### src/rtl/mem_loader.sv
// Program loader: takes a length-prefixed byte stream, halts the CPU, and writes
// the payload into memory over the shared bus as address/data cycle pairs.
module mem_loader #(
  parameter logic [7:0]  BASE_ADDR = 8'h00,
  parameter logic [15:0] TIMEOUT   = 16'd1000
) (
  input  logic       clock,
  input  logic       rst_n,
  input  logic       start,
  input  logic       cpu_halted,
  input  logic       in_valid,
  input  logic [7:0] in_data,
  output logic       in_ready,
  output logic       halt_req,
  output logic       bus_drive,
  output logic [7:0] bus_out,
  output logic       mem_addr_we,
  output logic       mem_data_we,
  output logic       busy,
  output logic       done,
  output logic       error,
  output logic [7:0] count
);

  typedef enum logic [2:0] {
    IDLE,
    HALT_WAIT,
    LEN,
    WAIT_BYTE,
    ADDR,
    DATA,
    DONE,
    ABORT
  } state_t;

  state_t      state, state_n;
  logic [7:0]  addr, addr_n;
  logic [7:0]  payload, payload_n;
  logic [7:0]  remaining, remaining_n;
  logic [15:0] timer, timer_n;
  logic        error_n;
  logic [7:0]  count_n;

  logic        xfer;
  logic        timeout_hit;

  // Every output is decoded from registered state only, so a reset edge
  // releases the bus and halt request immediately.
  assign busy      = (state != IDLE);
  assign halt_req  = busy;
  assign in_ready  = (state == LEN) || (state == WAIT_BYTE);
  assign xfer      = in_valid && in_ready;
  assign timeout_hit = (timer == (TIMEOUT - 16'd1));

  always_ff @(posedge clock) begin
    if (!rst_n) begin
      state     <= IDLE;
      addr      <= BASE_ADDR;
      payload   <= '0;
      remaining <= '0;
      timer     <= '0;
      error     <= 1'b0;
      count     <= '0;
    end else begin
      state     <= state_n;
      addr      <= addr_n;
      payload   <= payload_n;
      remaining <= remaining_n;
      timer     <= timer_n;
      error     <= error_n;
      count     <= count_n;
    end
  end

  always_comb begin
    state_n     = state;
    addr_n      = addr;
    payload_n   = payload;
    remaining_n = remaining;
    timer_n     = '0;
    error_n     = error;
    count_n     = count;
    bus_drive   = 1'b0;
    bus_out     = '0;
    mem_addr_we = 1'b0;
    mem_data_we = 1'b0;
    done        = 1'b0;

    unique case (state)
      IDLE: begin
        if (start) begin
          state_n = HALT_WAIT;
          error_n = 1'b0;
          count_n = '0;
          addr_n  = BASE_ADDR;
        end
      end

      HALT_WAIT: begin
        if (cpu_halted) state_n = LEN;
      end

      LEN: begin
        if (xfer) begin
          remaining_n = in_data;
          state_n     = (in_data == 8'h00) ? DONE : WAIT_BYTE;
        end else if (timeout_hit) begin
          state_n = ABORT;
        end else begin
          timer_n = timer + 16'd1;
        end
      end

      WAIT_BYTE: begin
        if (xfer) begin
          payload_n = in_data;
          state_n   = ADDR;
        end else if (timeout_hit) begin
          state_n = ABORT;
        end else begin
          timer_n = timer + 16'd1;
        end
      end

      ADDR: begin
        bus_drive   = 1'b1;
        bus_out     = addr;
        mem_addr_we = 1'b1;
        state_n     = DATA;
      end

      DATA: begin
        bus_drive   = 1'b1;
        bus_out     = payload;
        mem_data_we = 1'b1;
        addr_n      = addr + 8'd1;
        count_n     = count + 8'd1;
        remaining_n = remaining - 8'd1;
        state_n     = (remaining == 8'd1) ? DONE : WAIT_BYTE;
      end

      DONE: begin
        done    = 1'b1;
        state_n = IDLE;
      end

      ABORT: begin
        error_n = 1'b1;
        state_n = IDLE;
      end

      default: state_n = IDLE;
    endcase
  end

  a_we_exclusive: assert property (@(posedge clock) disable iff (!rst_n)
    !(mem_addr_we && mem_data_we));
  a_we_needs_bus: assert property (@(posedge clock) disable iff (!rst_n)
    (mem_addr_we || mem_data_we) |-> bus_drive);

endmodule

### config.mk
export PLATFORM = sky130hd
export DESIGN_NAME = mem_loader
export DESIGN_NICKNAME = d
export VERILOG_FILES = /design/src/rtl/mem_loader.sv
export SDC_FILE = /design/constraint.sdc
export NUM_CORES = 1
export LEC_CHECK = 0
export ABC_AREA = 0
export CORE_UTILIZATION = 42
export DETAILED_ROUTE_END_ITERATION = 6
export PLACE_DENSITY = 0.68
export SYNTH_ARGS = -nofsm -noshare
export SYNTH_HDL_FRONTEND = slang
export SYNTH_SLANG_ARGS = --single-unit
### constraint.sdc
create_clock -name clock -period 1.8 [get_ports clock]
set_input_delay 0.45 -clock clock [delete_from_list [all_inputs] [get_ports clock]]
set_output_delay 0.45 -clock clock [all_outputs]
set_load 0.005 [all_outputs]
# == Yosys cells after proc, flatten, opt, wreduce, memory -nomap -nowiden ==
# Cells that the tools add are included.
# classes
n_mux,20
n_reduce_logical,17
eq_ne,12
shifts,0
n_mul,0
n_lt_le_gt_ge,0
bitwise_logic,2
n_addsub,4
n_div,0
# ops
operator,n
one-hot mux 8 bit (2 select lines),4
two-way mux 3 bit,7
one-hot mux 3 bit (7 select lines),1
adder 16 x 1 -> 16 bit (second input constant),1
adder 8 x 1 -> 8 bit (second input constant),2
== test 16 x 10 -> 1 bit (second input constant),1
two-way mux 8 bit,2
== test 3 bit (second input constant),4
AND reduction 2 bit,5
== test 8 x 1 -> 1 bit (second input constant),1
logical NOT 8 bit,1
subtractor 8 x 1 -> 8 bit (second input constant),1
== test 3 x 2 -> 1 bit (second input constant),2
inequality test 2 bit (second input constant),3
nonzero test 2 bit,3
OR reduction 2 bit,3
two-way mux 1 bit,5
OR reduction 4 bit,1
== test 3 x 1 -> 1 bit (second input constant),1
logical NOT 3 bit,1
nonzero test 3 bit,1
inverter 1 bit,2
one-hot mux 1 bit (2 select lines),1
logical AND 1 bit,1
logical OR 1 bit,1
# totals
wordCells,62
n_memories,0
latchBits,0
input_bits,13
register_bits,52
rom_bits,0
out_inout_bits,24
ram_bits,0

# == Logic depth before layout (Yosys ltp) ==
# Gate-level depths: netlist (run 1).
# depth
ltp_word,5
ltp_mapped,7
depth_no_buf,6

# == Worst setup path before layout (run 1) ==
# OpenSTA, ideal clock, no wires.
# synth_timing
path_type,register to output
from,register state[2]
to,output port bus_out[2]
required_time_ps,1350
setup_slack_ps,53
arrival_time_ps,1297
stages_incl_launch_ff,6
path_buffers,2
cell_sequence,dfxtp_1 > clkbuf_1 > nand3b_1 > inv_2 > clkbuf_1 > a22o_1
# synth_via
elab_chain_cells,2
word_cells_on_any_way,3
cone_classes,2 x eq/ne; 1 x mux
# synth_rtl
item,line_no,source
start: declaration,36,"state_t state, state_n;"
start signal: assignment,65,state <= state_n;
== test 3 bit,89,unique case (state)
one-hot mux 8 bit (2 select lines) *,89,
end: declaration,16,"output logic [7:0] bus_out,"
# Mark *: on every way between the ends. The rest lies on a longest branch, timed or not.

# == Final worst setup path (run 1) ==
# layout_timing
from,register state[0]
to,output port bus_out[7]
# The elaborated chain is that of the path after synthesis.

==> results of run 1 <==
## final timing paths
path	from	to	slack (ps)
worst max-delay path	state[0]	bus_out[7]	-290
worst min-delay path	timer[0]	timer[0]	460
worst max register to register	state[0]	remaining[4]	-90
worst min register to register	timer[0]	timer[0]	460
## timing repair
item,4_1_cts,5_1_grt
endpoints found under the hold margin,0,0
pin swaps,10,21
setup buffers,10,5
gates cloned,1,2
resized for setup,70,31
hold buffers,0,0
endpoints found under the setup margin,15,34
## stage by stage
stage               TNS [ps]  instance area (um^2)
floorplan                  0                  2580
global placement       -3430                  3230
detailed placement     -4250                  3230
CTS                    -2240                  3460
global route           -3780                  3650
finish                 -2210                  3650
## logic make-up (layout without fill, tap and decap cells)
family	count (synthesis)	after routing	share of synthesized area, %
fa+ha+maj	5	5	2.43
buf+inv	27	105	4.71
mux	1	1	0.388
flops	52	52	40.4
compound gates	83	83	19.6
xor+xnor	11	11	3.74
simple gates	142	142	28.8
## layout by cell type (no fill, tap or decap), drive strengths merged, types with 7 or more instances in the layout
master / netlist / final
a21oi: 39 / 39
a22o: 8 / 8
buf: 7 / 60
clkbuf: 12 / 8
clkdlybuf4s50: 0 / 22
dfxtp: 52 / 52
inv: 8 / 8
nand2: 39 / 39
nand3: 14 / 14
nor2: 36 / 36
o21ai: 15 / 15
or3: 7 / 7
or4: 10 / 10
## state kept, by name, indices dropped and copies added, names as in the netlist
| name | count |
|---|---|
| addr | 8 |
| count | 8 |
| payload | 8 |
| error | 1 |
| state | 3 |
| remaining | 8 |
| timer | 16 |
## per-layer routing
metal | track usage (%) | part of all wire [%] | routed length, um
met1 | 26.6 | 44 | 3090
met2 | 38.3 | 50 | 3510
met3 | 3.52 | 3.6 | 249
met4 | 6.79 | 1.9 | 131
met5 | 0 | 0 | 0
## layout make-up
type                    instances  area (um^2)  area share [%]
inverters                       8         32.5           0.891
multi-input cells             242         1520            41.7
repair buffers                 88          840            23.0
clock inverters                 3         42.5            1.16
repair inverters                1         7.51           0.206
clock buffers                   5         68.8            1.88
flip-flops and latches         52         1050            28.6
well taps                      75         93.8            2.57
## where the power goes
part,switching [uW],leakage (uW),internal [uW],total (uW)
Combinational,84.7,0.000870,96.8,182
Sequential,4.25,0.000421,1150,1160
Clock,403,0.0000541,412,816
Total,492,0.00134,1660,2160
==> results.yml, run 1 <==
global_routing:
  grt_max_degree: 31
  grt_use_total_pct: 21.7
  grt_pass1_vias: 2397
  antenna_found_initial: 0
  grt_pass1_wl_um: 11000
  overflow: 0
sta:
  period_share_pct: 116
  tightest_slew_ps: 405
  hold_viol: 0
  clock_skew_ps: 9.45
  fmax_ghz: 0.479
  rsz0062_at_grt: "yes"
  worst_slack_ps: -288
  whs_ps: 463
  period_needed_ps: 2090
  setup_viol: 17
  final_max_slew_viol_count: 0
  slew_headroom_pct: 72.7
critical_path:
  critPathLaunchType: "register"
  worstPathRequired_ps: 1350
  cpLargestDelayFamily: "buffers and inverters"
  worstPathMaxFanout: 3
  path_cells: "buf_6 > nand3b_1 > clkinvlp_4 > buf_4 > a22o_1 > buf_2"
  critical_path.endpoint_type: "output port"
  critPathKind: "register to output port"
  r2r_cells: 9
  cp_slowest_cell: "dfxtp_2"
  critical_path_depth: 6
  arrival_ps: 1640
  cpPeakStageDelay_ps: 340
  critPathBufInv: 4
cells_and_area:
  insertedDiodeCount: 0
  nets: 416
  final_core_util_pct: 61.7
  area_delta_synth_final_pct: 41.6
  drive_gt1_share_pct: 25.3
  fin_cells: 474
  fillers: 515
clock_network:
  clock_latency_ps: 310
  cts_tree: "yes"
  numCtsBuffers: 5
  htree_levels: 2
  clkTransAtPathRegs_ps: 100
  clock-sinks: 52
  root_buffer: "clkbuf_8"
  clock_path_buffers: 2
detailed_routing:
  first_pass_iters: 4
  dr.first_iter.drc_count: 168
  postRouteAntennaNets: 0
  post-route-drc-count: 0
  via_count: 2646
  wire_per_inst_um: 14.7
  routed_wl_um: 6980
  via_per_inst: 5.58
place:
  dp_slack_ps: -311
  place_congestion: 0.785
  dp.cells: 450
  io_buffers: 36
  dp_hpwl_um: 4700
floorplan:
  die-area_um2: 6460
  ioPinCount: 37
  die_w_um: 80.4
  initial_utilization_pct: 43.6
  fp.dieH_um: 80.4
  core_area_um2: 5920
  core.rowCount: 28
yosys:
  synth_edf_count: 0
  ys_top_cells_by_count: "52 x dfxtp_1, 39 x a21oi_1, 39 x nand2_1"
  synth_most_common_cell: "dfxtp_1"
  ys_top_cells_by_area: "dfxtp_1 40%, a21oi_1 7.6%, nand2_1 5.7%"
  synth_top_area_cell: "dfxtp_1"
  ys_types: 43
  synth_async_sr_flop_share_pct: 0
  yosysWarnings: 0
  ys.flop_type: "dfxtp_1"
  syn_nets: 339
  synthesis.area_um2: 2580
  avgSynthCellArea_um2: 8.03
  synth_top_area_share_pct: 40.4
  ys_ff_latch: 52
  syn_inst: 321
  ys_seq_area_share_pct: 40.4
run_status:
  violations: "setup timing"
  status: "finished, violations left"
min_path:
  hp-class: "register to register"
  whs_path_depth: 1
pwr:
  finalPower_uw: 2160
  vdd_drop_max_mv: 0.310
  p_leak_uw: 0.00134
  p_per_area_nw_per_um2: 590
run:
  drv_cap: 0
Power figures use the tool's default switching activity.
==> inputs of run 2 (changes only) <==
--- a/config.mk
+++ b/config.mk
@@ -6,6 +6,8 @@
 export NUM_CORES = 1
 export LEC_CHECK = 0
 export ABC_AREA = 0
+export ABC_CLOCK_PERIOD_IN_PS = 1800
+export CORE_ASPECT_RATIO = 0.7
 export CORE_UTILIZATION = 42
 export DETAILED_ROUTE_END_ITERATION = 6
 export PLACE_DENSITY = 0.68
==> run 2 against run 1 <==
  * The flow still finishes with violations (setup timing)
  * Sequential power is essentially flat
  * Via count increased by 1.7%
  * Global-route usage grew 1.9 points
  * Largest cell class unchanged
  * Combinational power up 3%
  * Clock skew shrank 4.1 ps
  * Flip-flop and latch count unchanged
  * Wire length grew 7.2%
  * Total power rose by 13%
  * Critical path depth fell by 1
  * Utilization decreased by 0.30 points
  * Die area hardly changed
  * Final cell count is 0.42% higher
==> results.yml, run 2 (synthesis gave the netlist of run 1 again) <==
detailed_routing:
  post-route-drc-count: 0
  postRouteAntennaNets: 0
  via_per_inst: 5.65
  first_pass_iters: 5
  via_count: 2691
  wire_per_inst_um: 15.7
  dr.first_iter.drc_count: 136
  routed_wl_um: 7490
min_path:
  hp-class: "register to register"
  hold_end: "payload[1]"
  hold_path_startpoint: "payload[1]"
  whs_path_depth: 2
global_routing:
  grt_pass1_wl_um: 11500
  grt_max_degree: 31
  overflow: 0
  grt_pass1_vias: 2302
  antenna_found_initial: 0
  grt_use_total_pct: 23.6
sta:
  final_max_slew_viol_count: 0
  setup_viol: 12
  fmax_ghz: 0.512
  slew_headroom_pct: 69.4
  clock_skew_ps: 5.30
  worst_slack_ps: -152
  tightest_slew_ps: 458
  period_needed_ps: 1950
  period_share_pct: 108
  hold_viol: 0
  rsz0062_at_grt: "yes"
place:
  place_area_um2: 3230
  dp.cells: 452
  io_buffers: 36
  place_congestion: 0.827
  dp_hpwl_um: 5090
floorplan:
  die_w_um: 95.7
  ioPinCount: 37
  core_area_um2: 5810
  core.rowCount: 23
  fp.dieH_um: 67.6
  die-area_um2: 6460
  initial_utilization_pct: 44.4
critical_path:
  critical_path.endpoint_type: "output port"
  worstPathMaxFanout: 4
  worstReg2RegEnd: "addr[2]"
  arrival_ps: 1500
  reg2reg_from: "state[1]"
  r2r_cells: 6
  critPathLaunchType: "register"
  critPathKind: "register to output port"
  cpPeakStageDelay_ps: 360
  worstPathRequired_ps: 1350
  path_cells: "nand3b_1 > clkinvlp_4 > buf_6 > a22o_1 > buf_2"
  rrSetupSlack_ps: 30
  cp_slowest_cell: "dfxtp_4"
clock_network:
  clock_latency_ps: 300
  cts_hold_buffers: 0
  clock_path_buffers: 2
  htree_levels: 2
  clock-sinks: 52
  numCtsBuffers: 5
  root_buffer: "clkbuf_8"
  cts_tree: "yes"
  clkTransAtPathRegs_ps: 90
cells_and_area:
  insertedDiodeCount: 0
  fillers: 490
  final_area_um2: 3570
  fin_cells: 476
  layout_common_cells: "46 x dfxtp_1, 44 x buf_4, 39 x a21oi_1"
  area_delta_synth_final_pct: 38.4
  largest_reg_flops: 16
  nets: 418
  layout_commonest_cell: "dfxtp_1"
  regMostFlops: "timer"
  drive_gt1_share_pct: 24.2
pwr:
  p_per_area_nw_per_um2: 682
  p_leak_uw: 0.00132
  vdd_drop_max_mv: 0.357
run_status:
  status: "finished, violations left"
  violations: "setup timing"
run:
  drv_cap: 0
-- run 2: cell type report --
type / count / area [um^2] / area share [%]
clock buffer: 5 / 68.8 / 1.93
clock inverter: 3 / 90.1 / 2.52
inverter: 8 / 32.5 / 0.912
multi-input combinational: 242 / 1480 / 41.3
sequential: 52 / 1050 / 29.5
tap: 75 / 93.8 / 2.63
timing repair buffer: 90 / 747 / 20.9
timing repair inverter: 1 / 7.51 / 0.210
-- run 2: layer usage --
| layer | GRT usage (%) | share of wire, % | wire length (um) |
|---|---|---|---|
| met5 | 0 | 0 | 0 |
| met1 | 34.2 | 49 | 3640 |
| met3 | 5.52 | 7.2 | 538 |
| met2 | 34.7 | 43 | 3230 |
| met4 | 6.53 | 1.0 | 78 |
-- run 2: repair_timing --
item                       4_1_cts  5_1_grt
resized for setup               73       19
buffers inserted                13        3
cloned                           1        0
pin swaps                        9        1
setup endpoints to repair       15       38
hold endpoints to repair         0        0
-- run 2: worst max-delay path by stage --
stage / from / end / slack [ps]
CTS: state[1] / bus_out[0] / -150
global route: state[1] / bus_out[2] / -220
finish: state[1] / bus_out[2] / -150
detailed placement: start / addr[2] / -300
global placement: start / count[2] / -240
floorplan: state[2] / bus_out[2] / 50
-- run 2: through the flow --
step | utilization, % | power [uW] | TNS (ps) | hold slack (ps) | setup WS (ps)
2_1_floorplan | - | 1250 | 0 | 430 | 52.7
3_3_place_gp | 55.6 | 1350 | -4360 | 446 | -244
3_5_place_dp | 55.6 | 1350 | -5160 | 453 | -298
4_1_cts | 60.6 | 2430 | -972 | 466 | -147
5_1_grt | 61.4 | 2510 | -2200 | 490 | -217
6_report | 61.4 | 2430 | -1290 | 470 | -152
-- run 2: critical path, delay by kind of cell (launching register included) --
family | cells | cell delay, ps
AOI/OAI and AO/OA | 1 | 200
and+or+nand+nor | 1 | 190
DFF | 1 | 360
buffers and inverters | 3 | 440
-- run 2: where the power goes --
| group | switching, uW | internal (uW) |
|---|---|---|
| clock network | 392 | 695 |
| registers | 6.11 | 1150 |
| logic | 90.0 | 97.3 |
==> inputs of run 3 (changes only) <==
--- a/config.mk
+++ b/config.mk
@@ -10,6 +10,7 @@
 export CORE_ASPECT_RATIO = 0.7
 export CORE_UTILIZATION = 42
 export DETAILED_ROUTE_END_ITERATION = 6
+export GPL_ROUTABILITY_DRIVEN = 0
 export PLACE_DENSITY = 0.68
 export SYNTH_ARGS = -nofsm -noshare
 export SYNTH_HDL_FRONTEND = slang
==> results of run 3 <==
The final DEF is identical to that of run 2; final timing and power are the same.
